==> config.mk <==
export PLATFORM = sky130hd
export DESIGN_NAME = restock_controller_flat
export DESIGN_NICKNAME = d
export VERILOG_FILES = /design/src/rtl/restock_controller_pkg.sv /design/src/rtl/restock_controller_if.sv /design/src/rtl/restock_controller_qty_key_decode.sv /design/src/rtl/restock_controller.sv /design/src/flat_wrapper.sv
export SDC_FILE = /design/constraint.sdc
export NUM_CORES = 1
export LEC_CHECK = 0
export CAP_MARGIN = 40
export CORE_MARGIN = 2
export CORE_UTILIZATION = 51
export CTS_CLUSTER_SIZE = 12
export DETAILED_ROUTE_END_ITERATION = 10
export PLACE_DENSITY = 0.8
export SETUP_SLACK_MARGIN = 0.02
export SYNTH_ARGS = -nofsm -noshare
export SYNTH_HDL_FRONTEND = slang
export SYNTH_SLANG_ARGS = --single-unit
==> constraint.sdc <==
create_clock -name clk -period 4.52 [get_ports clk]
set_input_delay 1.356 -clock clk [delete_from_list [all_inputs] [get_ports clk]]
set_output_delay 1.356 -clock clk [all_outputs]
set_load 0.005 [all_outputs]
==> src/rtl/restock_controller_pkg.sv <==
// restock_controller_pkg
// Shared definitions for the vending-machine restock controller:
//   - FSM state codes (also shown on state_o for the display)
//   - quantity keypad width and its one-hot key codes (KEY_Q1 is the top key)
//   - default counter width, capacity and slot count
package restock_controller_pkg;

  typedef enum logic [2:0] {
    ST_IDLE      = 3'd0,
    ST_PICK_SLOT = 3'd1,
    ST_PICK_QTY  = 3'd2,
    ST_CHECK     = 3'd3,
    ST_COMMIT    = 3'd4,
    ST_ERR       = 3'd5
  } state_e;

  localparam int QTY_KEY_W = 7;

  localparam logic [QTY_KEY_W-1:0] KEY_Q1 = 7'b1000000;
  localparam logic [QTY_KEY_W-1:0] KEY_Q2 = 7'b0100000;
  localparam logic [QTY_KEY_W-1:0] KEY_Q3 = 7'b0010000;
  localparam logic [QTY_KEY_W-1:0] KEY_Q4 = 7'b0001000;
  localparam logic [QTY_KEY_W-1:0] KEY_Q5 = 7'b0000100;
  localparam logic [QTY_KEY_W-1:0] KEY_Q6 = 7'b0000010;
  localparam logic [QTY_KEY_W-1:0] KEY_Q7 = 7'b0000001;

  localparam int DEF_SLOTS = 4;
  localparam int DEF_CW    = 4;
  localparam int DEF_CAP   = 15;

endpackage

==> src/rtl/restock_controller_if.sv <==
// restock_controller_if
// Bundles the operator pad, the sale handshake and the status/display
// outputs of the restock controller.
//   master : front end / sales controller side (drives pad + sale_req/slot)
//   slave  : restock_controller side (drives acks, stock and status)
// Optional: RESTOCK_SATURATE_EN adds the sat pulse.
interface restock_controller_if #(
  parameter int SLOTS = 4,
  parameter int CW    = 4
);
  // Sale slot index width; kept at least 1 bit so a single-slot build elaborates.
  localparam int SW = (SLOTS > 1) ? $clog2(SLOTS) : 1;

  logic                  admin_en;
  logic [SLOTS-1:0]      slot_sel;
  logic [6:0]            qty_onehot;
  logic                  confirm;
  logic                  cancel;
  logic                  sale_req;
  logic [SW-1:0]         sale_slot;
  logic                  sale_ack;
  logic                  sale_empty;
  logic [SLOTS*CW-1:0]   stock_flat;
  logic                  busy;
  logic [2:0]            state_o;
  logic                  done;
  logic                  err;
`ifdef RESTOCK_SATURATE_EN
  logic                  sat;
`endif

  modport master (
    output admin_en, slot_sel, qty_onehot, confirm, cancel, sale_req, sale_slot,
    input  sale_ack, sale_empty, stock_flat, busy, state_o, done, err
`ifdef RESTOCK_SATURATE_EN
    , input sat
`endif
  );

  modport slave (
    input  admin_en, slot_sel, qty_onehot, confirm, cancel, sale_req, sale_slot,
    output sale_ack, sale_empty, stock_flat, busy, state_o, done, err
`ifdef RESTOCK_SATURATE_EN
    , output sat
`endif
  );

endinterface

==> src/rtl/restock_controller_qty_key_decode.sv <==
// qty_key_decode
// Combinational decode of the 7-key one-hot quantity pad into a 3-bit
// quantity (1..7). Zero or multi-hot codes give valid_o=0 and qty_o=0.
// Also usable by the display path.
//   key_i   : one-hot key code (KEY_Q1 = MSB)
//   qty_o   : decoded quantity
//   valid_o : key_i was exactly one key
module qty_key_decode
  import restock_controller_pkg::*;
(
  input  logic [QTY_KEY_W-1:0] key_i,
  output logic [2:0]           qty_o,
  output logic                 valid_o
);

  always_comb begin
    qty_o   = 3'd0;
    valid_o = 1'b1;
    case (key_i)
      KEY_Q1:  qty_o = 3'd1;
      KEY_Q2:  qty_o = 3'd2;
      KEY_Q3:  qty_o = 3'd3;
      KEY_Q4:  qty_o = 3'd4;
      KEY_Q5:  qty_o = 3'd5;
      KEY_Q6:  qty_o = 3'd6;
      KEY_Q7:  qty_o = 3'd7;
      default: valid_o = 1'b0;
    endcase
  end

endmodule

==> src/rtl/restock_controller.sv <==
// restock_controller
// Holds the per-slot stock counters and runs the operator restock flow
// (slot -> quantity -> confirm), sharing the single counter write path
// with sale decrements from the sales controller.
// Ports:
//   clk   : system clock, rising edge
//   rst_n : synchronous active-low reset
//   bus   : restock_controller_if.slave (pad inputs, sale handshake,
//           stock_flat, busy, state_o, done, err[, sat])
// Optional: RESTOCK_SATURATE_EN -- overflowing restocks clamp to CAP and
//           pulse sat with done instead of going to ERR.
//
// state     | meaning
// ----------+--------------------------------------------------------
// IDLE      | serves sales; enters restock on admin_en
// PICK_SLOT | waiting for confirm with a one-hot slot_sel
// PICK_QTY  | waiting for confirm with a one-hot quantity key
// CHECK     | one cycle: stock+qty compared against CAP
// COMMIT    | one cycle: counter written, done pulsed next cycle
// ERR       | err high; leave on cancel or admin_en low
module restock_controller
  import restock_controller_pkg::*;
#(
  parameter int SLOTS      = DEF_SLOTS,
  parameter int CW         = DEF_CW,
  parameter int CAP        = DEF_CAP,
  parameter int INIT_STOCK = 0
)(
  input  logic clk,
  input  logic rst_n,
  restock_controller_if.slave bus
);

  localparam int SW = (SLOTS > 1) ? $clog2(SLOTS) : 1;
  localparam logic [CW:0]      CAP_W  = (CW+1)'(CAP);
  localparam logic [CW-1:0]    INIT_C = CW'(INIT_STOCK);
  localparam logic [SLOTS-1:0] ONE_S  = SLOTS'(1);
`ifdef RESTOCK_SATURATE_EN
  localparam logic [CW-1:0]    CAP_C  = CW'(CAP);
`endif

  state_e state_q, state_d;

  logic [CW-1:0] stock_q [SLOTS];
  logic [SW-1:0] slot_idx_q;
  logic [2:0]    qty_q;
  logic          sale_ack_q;
  logic          sale_empty_q;
  logic          done_q;
`ifdef RESTOCK_SATURATE_EN
  logic          over_q;
  logic          sat_q;
`endif

  // ---------------------------------------------------------------
  // Input decode
  // ---------------------------------------------------------------
  logic [2:0] key_qty;
  logic       key_valid;

  qty_key_decode u_qty_key_decode (
    .key_i   (bus.qty_onehot),
    .qty_o   (key_qty),
    .valid_o (key_valid)
  );

  logic          slot_onehot;
  logic [SW-1:0] slot_enc;

  always_comb begin
    slot_enc = '0;
    for (int i = 0; i < SLOTS; i++) begin
      if (bus.slot_sel[i]) slot_enc = SW'(i);
    end
    slot_onehot = (bus.slot_sel != '0) &&
                  ((bus.slot_sel & (bus.slot_sel - ONE_S)) == '0);
  end

  // ---------------------------------------------------------------
  // Sale path
  // ---------------------------------------------------------------
  logic          sale_slot_ok;
  logic [CW-1:0] sale_stock;
  logic          sale_go;
  logic          sale_dec;

  always_comb begin
    sale_slot_ok = (32'(bus.sale_slot) < SLOTS);
    sale_stock   = sale_slot_ok ? stock_q[bus.sale_slot] : '0;
    // The requester still sees sale_req high during the ack/empty cycle;
    // skipping that cycle keeps one request from being served twice.
    sale_go      = (state_q == ST_IDLE) && bus.sale_req &&
                   !sale_ack_q && !sale_empty_q;
    sale_dec     = sale_go && (sale_stock != '0);
  end

  // ---------------------------------------------------------------
  // Restock arithmetic (one bit wider so the overflow is visible)
  // ---------------------------------------------------------------
  logic [CW-1:0] sel_stock;
  logic [CW:0]   sum_w;
  logic          over_w;
  logic [CW-1:0] commit_val;

  always_comb begin
    sel_stock = stock_q[slot_idx_q];
    sum_w     = (CW+1)'(sel_stock) + (CW+1)'(qty_q);
    over_w    = (sum_w > CAP_W);
`ifdef RESTOCK_SATURATE_EN
    commit_val = over_q ? CAP_C : sum_w[CW-1:0];
`else
    commit_val = sum_w[CW-1:0];
`endif
  end

  // ---------------------------------------------------------------
  // FSM: state register
  // ---------------------------------------------------------------
  always_ff @(posedge clk) begin
    if (!rst_n) state_q <= ST_IDLE;
    else        state_q <= state_d;
  end

  // ---------------------------------------------------------------
  // FSM: next state
  // ---------------------------------------------------------------
  always_comb begin
    state_d = state_q;
    unique case (state_q)
      ST_IDLE: begin
        // A pending sale holds the controller in IDLE, ahead of admin_en.
        if (!bus.sale_req && bus.admin_en) state_d = ST_PICK_SLOT;
      end
      ST_PICK_SLOT: begin
        if (bus.cancel || !bus.admin_en) state_d = ST_IDLE;
        else if (bus.confirm)            state_d = slot_onehot ? ST_PICK_QTY : ST_ERR;
      end
      ST_PICK_QTY: begin
        if (bus.cancel || !bus.admin_en) state_d = ST_IDLE;
        else if (bus.confirm)            state_d = key_valid ? ST_CHECK : ST_ERR;
      end
      ST_CHECK: begin
`ifdef RESTOCK_SATURATE_EN
        state_d = ST_COMMIT;
`else
        state_d = over_w ? ST_ERR : ST_COMMIT;
`endif
      end
      ST_COMMIT: state_d = ST_IDLE;
      ST_ERR: begin
        if (bus.cancel || !bus.admin_en) state_d = ST_IDLE;
      end
      default: state_d = ST_IDLE;
    endcase
  end

  // ---------------------------------------------------------------
  // FSM: outputs
  // ---------------------------------------------------------------
  always_comb begin
    bus.busy    = (state_q != ST_IDLE);
    bus.err     = (state_q == ST_ERR);
    bus.state_o = state_q;
  end

  // ---------------------------------------------------------------
  // Counters, latches and pulses
  // ---------------------------------------------------------------
  always_ff @(posedge clk) begin
    if (!rst_n) begin
      for (int i = 0; i < SLOTS; i++) stock_q[i] <= INIT_C;
      slot_idx_q   <= '0;
      qty_q        <= '0;
      sale_ack_q   <= 1'b0;
      sale_empty_q <= 1'b0;
      done_q       <= 1'b0;
`ifdef RESTOCK_SATURATE_EN
      over_q       <= 1'b0;
      sat_q        <= 1'b0;
`endif
    end else begin
      sale_ack_q   <= sale_dec;
      sale_empty_q <= sale_go && !sale_dec;
      done_q       <= (state_q == ST_COMMIT);
`ifdef RESTOCK_SATURATE_EN
      sat_q        <= (state_q == ST_COMMIT) && over_q;
      if (state_q == ST_CHECK) over_q <= over_w;
`endif
      if (state_q == ST_PICK_SLOT && state_d == ST_PICK_QTY) slot_idx_q <= slot_enc;
      if (state_q == ST_PICK_QTY  && state_d == ST_CHECK)    qty_q      <= key_qty;

      // Sales only happen in IDLE and commits only in COMMIT, so at most
      // one counter is written per cycle.
      if (sale_dec)                   stock_q[bus.sale_slot] <= sale_stock - CW'(1);
      else if (state_q == ST_COMMIT)  stock_q[slot_idx_q]    <= commit_val;
    end
  end

  always_comb begin
    bus.stock_flat = '0;
    for (int i = 0; i < SLOTS; i++) bus.stock_flat[i*CW +: CW] = stock_q[i];
  end

  assign bus.sale_ack   = sale_ack_q;
  assign bus.sale_empty = sale_empty_q;
  assign bus.done       = done_q;
`ifdef RESTOCK_SATURATE_EN
  assign bus.sat        = sat_q;
`endif

endmodule

==> src/flat_wrapper.sv <==
// flat-port wrapper written by rule: the top's interface ports become plain ports
module restock_controller_flat import restock_controller_pkg::*;
#(
  parameter int SLOTS      = DEF_SLOTS,
  parameter int CW         = DEF_CW,
  parameter int CAP        = DEF_CAP,
  parameter int INIT_STOCK = 0
)
  (clk, rst_n, bus_admin_en, bus_slot_sel, bus_qty_onehot, bus_confirm, bus_cancel, bus_sale_req, bus_sale_slot, bus_sale_ack, bus_sale_empty, bus_stock_flat, bus_busy, bus_state_o, bus_done, bus_err);
  restock_controller_if #(.SLOTS(SLOTS), .CW(CW)) bus_i ();
  input  logic clk;
  input  logic rst_n;
  input wire logic [$bits(bus_i.admin_en)-1:0] bus_admin_en;
  input wire logic [$bits(bus_i.slot_sel)-1:0] bus_slot_sel;
  input wire logic [$bits(bus_i.qty_onehot)-1:0] bus_qty_onehot;
  input wire logic [$bits(bus_i.confirm)-1:0] bus_confirm;
  input wire logic [$bits(bus_i.cancel)-1:0] bus_cancel;
  input wire logic [$bits(bus_i.sale_req)-1:0] bus_sale_req;
  input wire logic [$bits(bus_i.sale_slot)-1:0] bus_sale_slot;
  output wire logic [$bits(bus_i.sale_ack)-1:0] bus_sale_ack;
  output wire logic [$bits(bus_i.sale_empty)-1:0] bus_sale_empty;
  output wire logic [$bits(bus_i.stock_flat)-1:0] bus_stock_flat;
  output wire logic [$bits(bus_i.busy)-1:0] bus_busy;
  output wire logic [$bits(bus_i.state_o)-1:0] bus_state_o;
  output wire logic [$bits(bus_i.done)-1:0] bus_done;
  output wire logic [$bits(bus_i.err)-1:0] bus_err;
  assign bus_i.admin_en = bus_admin_en;
  assign bus_i.slot_sel = bus_slot_sel;
  assign bus_i.qty_onehot = bus_qty_onehot;
  assign bus_i.confirm = bus_confirm;
  assign bus_i.cancel = bus_cancel;
  assign bus_i.sale_req = bus_sale_req;
  assign bus_i.sale_slot = bus_sale_slot;
  assign bus_sale_ack = bus_i.sale_ack;
  assign bus_sale_empty = bus_i.sale_empty;
  assign bus_stock_flat = bus_i.stock_flat;
  assign bus_busy = bus_i.busy;
  assign bus_state_o = bus_i.state_o;
  assign bus_done = bus_i.done;
  assign bus_err = bus_i.err;
  restock_controller #(.SLOTS(SLOTS), .CW(CW), .CAP(CAP), .INIT_STOCK(INIT_STOCK)) u_core (.clk(clk), .rst_n(rst_n), .bus(bus_i));
endmodule
==> metrics, run 1 <==
cell type contributing the most total cell area after synthesis edfxtp_1; Detailed Routing Iterations Pass 1 4; antenna diode count 0; clock slew at the register clock pins of the worst setup and hold paths 0.06 ns; clock tree from TritonCTS done; core region area 0.00369 mm²; initial core utilization 53.3%; largest net degree at the start of global routing 15; Total Routing Usage GR ~22%; final routed DRC violation total 0; quantity of gates resized following cts 0; number of global-route vias before repair between 1500 and 2000; count of different cell masters after synthesis between 50 and 60; register-to-register setup slack approximately 1.8 ns; CTS root buf clkbuf_8; Syn Nets ~220; most frequent cells after synthesis 29 x nor2_1, 16 x edfxtp_1, 13 x a21oi_1, 13 x dfxtp_1, 12 x inv_1; share of the synthesized area in the top cell type 24.5%; area of the die approximately 0.0044 mm²; Worst Hold Slack just over 0.5 ns; Setup TNS 0 ns; unrepaired setup endpoints after global routing false; Clock Skew between 0.008 and 0.009 ns; total number of yosys warnings 0; initial drt markers between 100 and 150; count of input and output buffers 42; Core Rows 22; count of mapped cells out of synthesis just under 200; Final Setup Violations 0; Avg Vias per Cell a little under 6; Area growth syn-to-layout 26.3%; TritonCTS Sinks 29; number of antenna violations at the first check in global routing 0; FFs w/ async S/R, synth 0%; Chip Width 66.1 µm; post-layout util between 60% and 70%; quantity of hold-fixing buffers added after cts 0; area of the multi-input gates 0.00108 mm²; Filler Cell Count ~310; Post-layout nets ~270; worst reg2reg path depth 8; post-detailed-routing wire length between 4000 and 5000 µm; CP Capture Type flop; startpoint type of the worst setup path input pin; number of storage elements in the synthesis netlist 29; number of flops mapped to enable cells by yosys 16; estimated wirelength of the detail-placed design 3480 µm; Max Clk Rate roughly 250 MHz; Hold Path Cell Cnt 2; IO Count 43; class of the worst hold path reg2reg; area of the mapped netlist approximately 0.0020 mm²; Detail Route Antenna Nets 0; detailed-route via count about 1700; wire length of the first global-routing pass roughly 7200 µm; TritonCTS Buffers 5; leftover overflow at the end of global routing 0; clock tree buffer depth 2; Crit path arrival time approximately 4 ns; register cell area after layout 741 µm²; outcome finished, final reports clean; peak supply drop 0.226 mV; final RePlAce weighted congestion 0.879; Hold Vio Cnt, Final 0; share of post-route cells with drive strength above 1 between 10% and 20%; average cell area after synthesis 9.92 µm²; predominant post-synthesis flop cell edfxtp_1; static leakage 0.948 nW; actual slew at the worst max-slew pin 0.484 ns; type of the worst setup path in2reg; sequential fraction of the synthesis area a little under two fifths; # H-tree levels 2; largest fanout on the critical path 5; Final period util 88.3%; Max-Cap Viols 0; critical path required time about 4.5 ns; insertion delay to the later sink of the worst-skew pair ~0.28 ns; max_slew headroom a little under 70%; top post-synthesis cells by area edfxtp_1 24%, dfxtp_1 13%, mux4_2 9.2%; detail-routed net length per standard cell 15.3 µm; power per cell area between 200 and 300 mW/mm²; time the final worst path needs with I/O delays and setup ~4.0 ns; setup repair bufs after CTS 0; most frequent cell after synthesis nor2_1; count of final max-slew check failures 0; die height around 66 µm
[kinds of logic (layout without fill, tap and decap cells)]
kind of cell,after synthesis,in the layout,share of synthesized area [%]
simple gates,74,74,19.3
compound gates,48,48,18.0
flops,29,29,37.7
fa+ha+maj,5,5,3.57
buf+inv,23,67,7.20
mux,11,11,10.7
xor+xnor,8,8,3.57
[cells in the final DEF, fill, tap and decap left out, types with 5 or more instances in the layout]
cell / instances
dfxtp_1: 13
inv_1: 12
nand2_1: 7
clkdlybuf4s50_1: 42
edfxtp_1: 16
nor2_1: 29
mux4_2: 8
xor2_1: 6
o21ai_0: 10
a21oi_1: 13
nor3_1: 10
clkbuf_8: 5
[area by class of cell]
type / instances / share of cell area [%]
well taps: 48 / 2.42
flip-flops and latches: 29 / 29.9
multi-input cells: 146 / 43.6
repair buffers: 45 / 17.9
clock inverters: 1 / 0.202
clock buffers: 7 / 3.93
inverters: 14 / 2.12
[flip-flops by register name, summed over array words and instances (netlist names), named ones only]
| name | count |
|---|---|
| u_core.stock_q | 16 |
| u_core.bus.state_o | 3 |
| u_core.qty_q | 3 |
| u_core.slot_idx_q | 2 |
| u_core.bus.done | 1 |
| u_core.bus.sale_ack | 1 |
| u_core.bus.sale_empty | 1 |
[final timing paths]
path | endpoint | from
worst max-delay path | u_core.stock_q[2][0] | bus_sale_slot[0]
worst min-delay path | u_core.qty_q[1] | u_core.qty_q[1]
worst max register to register | u_core.stock_q[2][0] | u_core.stock_q[3][1]
worst min register to register | u_core.qty_q[1] | u_core.qty_q[1]
[critical path, stage by stage]
cell and delay [ns]:
clkdlybuf4s50_1 0.56, mux4_2 0.56, inv_1 0.08, ha_1 0.20, inv_1 0.10, o311ai_2 0.47, nor2_1 0.12, o21ai_1 0.33
nand2_1 0.20
[metal layers]
layer | routed length, µm | vias to the layer above | part of all wire [%] | GRT usage, %
li1 | - | 824 | - | -
met1 | 1910 | 793 | 43 | 28.8
met2 | 2170 | 54 | 49 | 36.0
met3 | 325 | 2 | 7.3 | 4.26
met4 | 18 | 0 | 0.41 | 6.63
met5 | 0 | - | 0 | 0
[per-stage QoR]
| step | setup slack (ns) | cells | power [mW] | area [µm²] |
|---|---|---|---|---|
| after floorplan | 0.927 | 198 | 0.375 | 1960 |
| after global placement | 0.397 | 282 | 0.430 | 2380 |
| after detailed placement | 0.303 | 282 | 0.433 | 2380 |
| after CTS | 0.572 | 290 | 0.666 | 2480 |
| after global routing | 0.345 | 290 | 0.690 | 2480 |
| final | 0.531 | 290 | 0.663 | 2480 |
[where the power goes]
| group | switching (mW) | internal (mW) | total (mW) |
|---|---|---|---|
| Clock | 0.0935 | 0.141 | 0.234 |
| Sequential | 0.0120 | 0.291 | 0.303 |
| Combinational | 0.0603 | 0.0656 | 0.126 |
| Total | 0.166 | 0.497 | 0.663 |
Power figures use the tool's default switching activity.
==> run 2: changes to the inputs <==
--- a/config.mk
+++ b/config.mk
@@ -8,8 +8,10 @@
 export CAP_MARGIN = 40
 export CORE_MARGIN = 2
 export CORE_UTILIZATION = 51
+export CTS_BUF_LIST = sky130_fd_sc_hd__clkbuf_16
 export CTS_CLUSTER_SIZE = 12
 export DETAILED_ROUTE_END_ITERATION = 10
+export HOLD_SLACK_MARGIN = 0.06
 export PLACE_DENSITY = 0.8
 export SETUP_SLACK_MARGIN = 0.02
 export SYNTH_ARGS = -nofsm -noshare
==> metrics, run 2 (synthesized netlist as in run 1, its figures left out) <==
outcome finished, final reports clean; Max-Cap Viols 0 (unchanged); estimated wirelength of the detail-placed design 3480 µm (unchanged); max_slew headroom 67.6% (-0.077 points); worst reg2reg path depth 8 (unchanged); detail-routed net length per standard cell 15.5 µm (+1.5%); Crit path arrival time 4.01 ns (+0.03 ns); count of final max-slew check failures 0 (unchanged); proportion of power drawn by combinational gates 16.4% (-2.6 points); antenna diode count 0 (unchanged); Hold Crit Start u_core.qty_q[1]; commonest cells after routing, fill and taps aside 42 x clkdlybuf4s50_1, 29 x nor2_1, 16 x edfxtp_1; Detail Route Antenna Nets 0 (unchanged); most common cell after layout, fill and taps aside clkdlybuf4s50_1; clock group share of total power 44.3% (+9.0 points); Worst R2R End u_core.stock_q[2][1]; time the final worst path needs with I/O delays and setup 4.02 ns (+0.0270 ns); Core Rows 22 (unchanged); share of post-route cells with drive strength above 1 12.4% (unchanged); Net Switching 0.182 mW (+9.6%); wire length of the first global-routing pass 7400 µm (+3.0%); die height 66.1 µm (unchanged); Clock Skew 0.00362 ns (-0.00516 ns); clock tree buffer depth 2 (unchanged); area of the multi-input gates 0.00108 mm² (unchanged); Worst Hold Slack 0.509 ns (-0.00596 ns); TritonCTS Sinks 29 (unchanged); register-to-register setup slack 1.76 ns (about the same); worst-case hold path end point u_core.qty_q[1]; flip-flop count of the largest register after layout 16 (unchanged); Final Setup Violations 0 (unchanged); detailed-route via count 1712 (+2.3%); setup repair bufs after CTS 0 (unchanged); area of the die 0.00436 mm² (unchanged); Chip Width 66.1 µm (unchanged); class of the worst hold path reg2reg; initial drt markers 92 (-13%); clock slew at the register clock pins of the worst setup and hold paths 0.05 ns (about the same); Max Clk Rate 249 MHz (-0.67%); Hold Vio Cnt, Final 0 (unchanged); insertion delay to the later sink of the worst-skew pair 0.28 ns (about the same); count of input and output buffers 42 (unchanged); quantity of gates resized following cts 0 (unchanged); static leakage 0.977 nW (+3.1%); Avg Vias per Cell 5.90 (+2.3%); largest fanout on the critical path 5 (unchanged); Post-layout nets 265 (unchanged); IO Count 43 (unchanged); register cell area after layout 741 µm² (unchanged); Worst R2R Start u_core.stock_q[2][1]; TritonCTS Buffers 5 (unchanged); post-detailed-routing wire length 4490 µm (+1.5%); switching part of the total 23.5% (-1.5 points); Filler Cell Count 304 (-2.6%); unrepaired setup endpoints after global routing false; P_int 0.591 mW (+19%); Final period util 88.9% (+0.60 points); largest net degree at the start of global routing 15 (unchanged); quantity of hold-fixing buffers added after cts 0 (unchanged); beginning of the critical path bus_sale_slot[0]; clock tree from TritonCTS done; sequential cell fraction of total power 39.3% (-6.4 points); leftover overflow at the end of global routing 0 (unchanged); Total Routing Usage GR 22.5% (+0.80 points); final routed DRC violation total 0 (unchanged); actual slew at the worst max-slew pin 0.485 ns (+0.00115 ns); # H-tree levels 2 (unchanged); CTS root buf clkbuf_16; Hold Path Cell Cnt 2 (unchanged); final RePlAce weighted congestion 0.879 (unchanged); number of global-route vias before repair 1591 (+1.7%); peak supply drop 0.260 mV (+15%); number of antenna violations at the first check in global routing 0 (unchanged); core region area 0.00369 mm² (unchanged); Setup TNS 0 ns (unchanged); CP Capture Type flop; startpoint type of the worst setup path input pin; Area growth syn-to-layout 29.2%; critical path required time 4.51 ns (about the same); Detailed Routing Iterations Pass 1 5 (+1); Most flops, register u_core.stock_q; power per cell area 304 mW/mm² (+14%); type of the worst setup path in2reg; initial core utilization 53.3% (unchanged)
==> run 2: cell types whose count changed in the layout (fill, tap and decap cells not counted), sizes merged <==
cell    change
clkbuf      -1
inv         +1
==> run 2: cell type report <==
| type | count | share of cell area (%) |
|---|---|---|
| Clock inverter | 2 | 0.345 |
| Multi-Input combinational cell | 146 | 42.7 |
| Clock buffer | 6 | 5.92 |
| Timing Repair Buffer | 45 | 17.5 |
| Inverter | 14 | 2.07 |
| Tap cell | 48 | 2.37 |
| Sequential cell | 29 | 29.2 |
==> run 2: per-layer routing <==
| metal | vias to the layer above | track usage, % | routed length [µm] |
|---|---|---|---|
| li1 | 826 | - | - |
| met1 | 810 | 29.2 | 1900 |
| met2 | 62 | 37.2 | 2190 |
| met3 | 14 | 4.77 | 318 |
| met4 | 0 | 8.16 | 80 |
| met5 | - | 0 | 0 |
==> run 2: metrics by stage <==
stage / std cells / util [%] / setup WS [ns] / total power [mW] / cell area (µm²)
6_report: 290 / 68.8 / 0.504 / 0.772 / 2540
5_1_grt: 290 / 68.8 / 0.322 / 0.798 / 2540
4_1_cts: 290 / 68.8 / 0.564 / 0.773 / 2540
3_5_place_dp: 282 / 64.5 / 0.303 / 0.433 / 2380
3_3_place_gp: 282 / 64.5 / 0.397 / 0.430 / 2380
2_1_floorplan: 198 / - / 0.927 / 0.375 / 1960
==> run 2: worst max path at each step <==
stage                            to  slack [ns]  depth (start not counted)
2_1_floorplan  u_core.stock_q[3][0]        0.93                          8
3_3_place_gp   u_core.stock_q[0][1]        0.40                          9
3_5_place_dp   u_core.stock_q[2][0]        0.30                          9
4_1_cts        u_core.stock_q[2][0]        0.56                          9
5_1_grt        u_core.stock_q[0][0]        0.32                          9
6_report       u_core.stock_q[2][1]        0.50                          9
==> run 2: power groups by stage <==
stage          registers [mW]  logic [mW]  clock network, mW
2_1_floorplan           0.305      0.0702                  0
3_3_place_gp            0.308       0.123                  0
6_report                0.304       0.126              0.342
3_5_place_dp            0.308       0.125                  0
4_1_cts                 0.303       0.126              0.344
5_1_grt                 0.304       0.137              0.357
==> run 2: worst max-delay path: stages <==
cell and delay (ns):
clkdlybuf4s50_1 0.56, mux4_2 0.56, inv_1 0.08, ha_1 0.22
inv_1 0.11, o311ai_2 0.47, nor2_1 0.12, o21ai_1 0.33
nand2_1 0.20
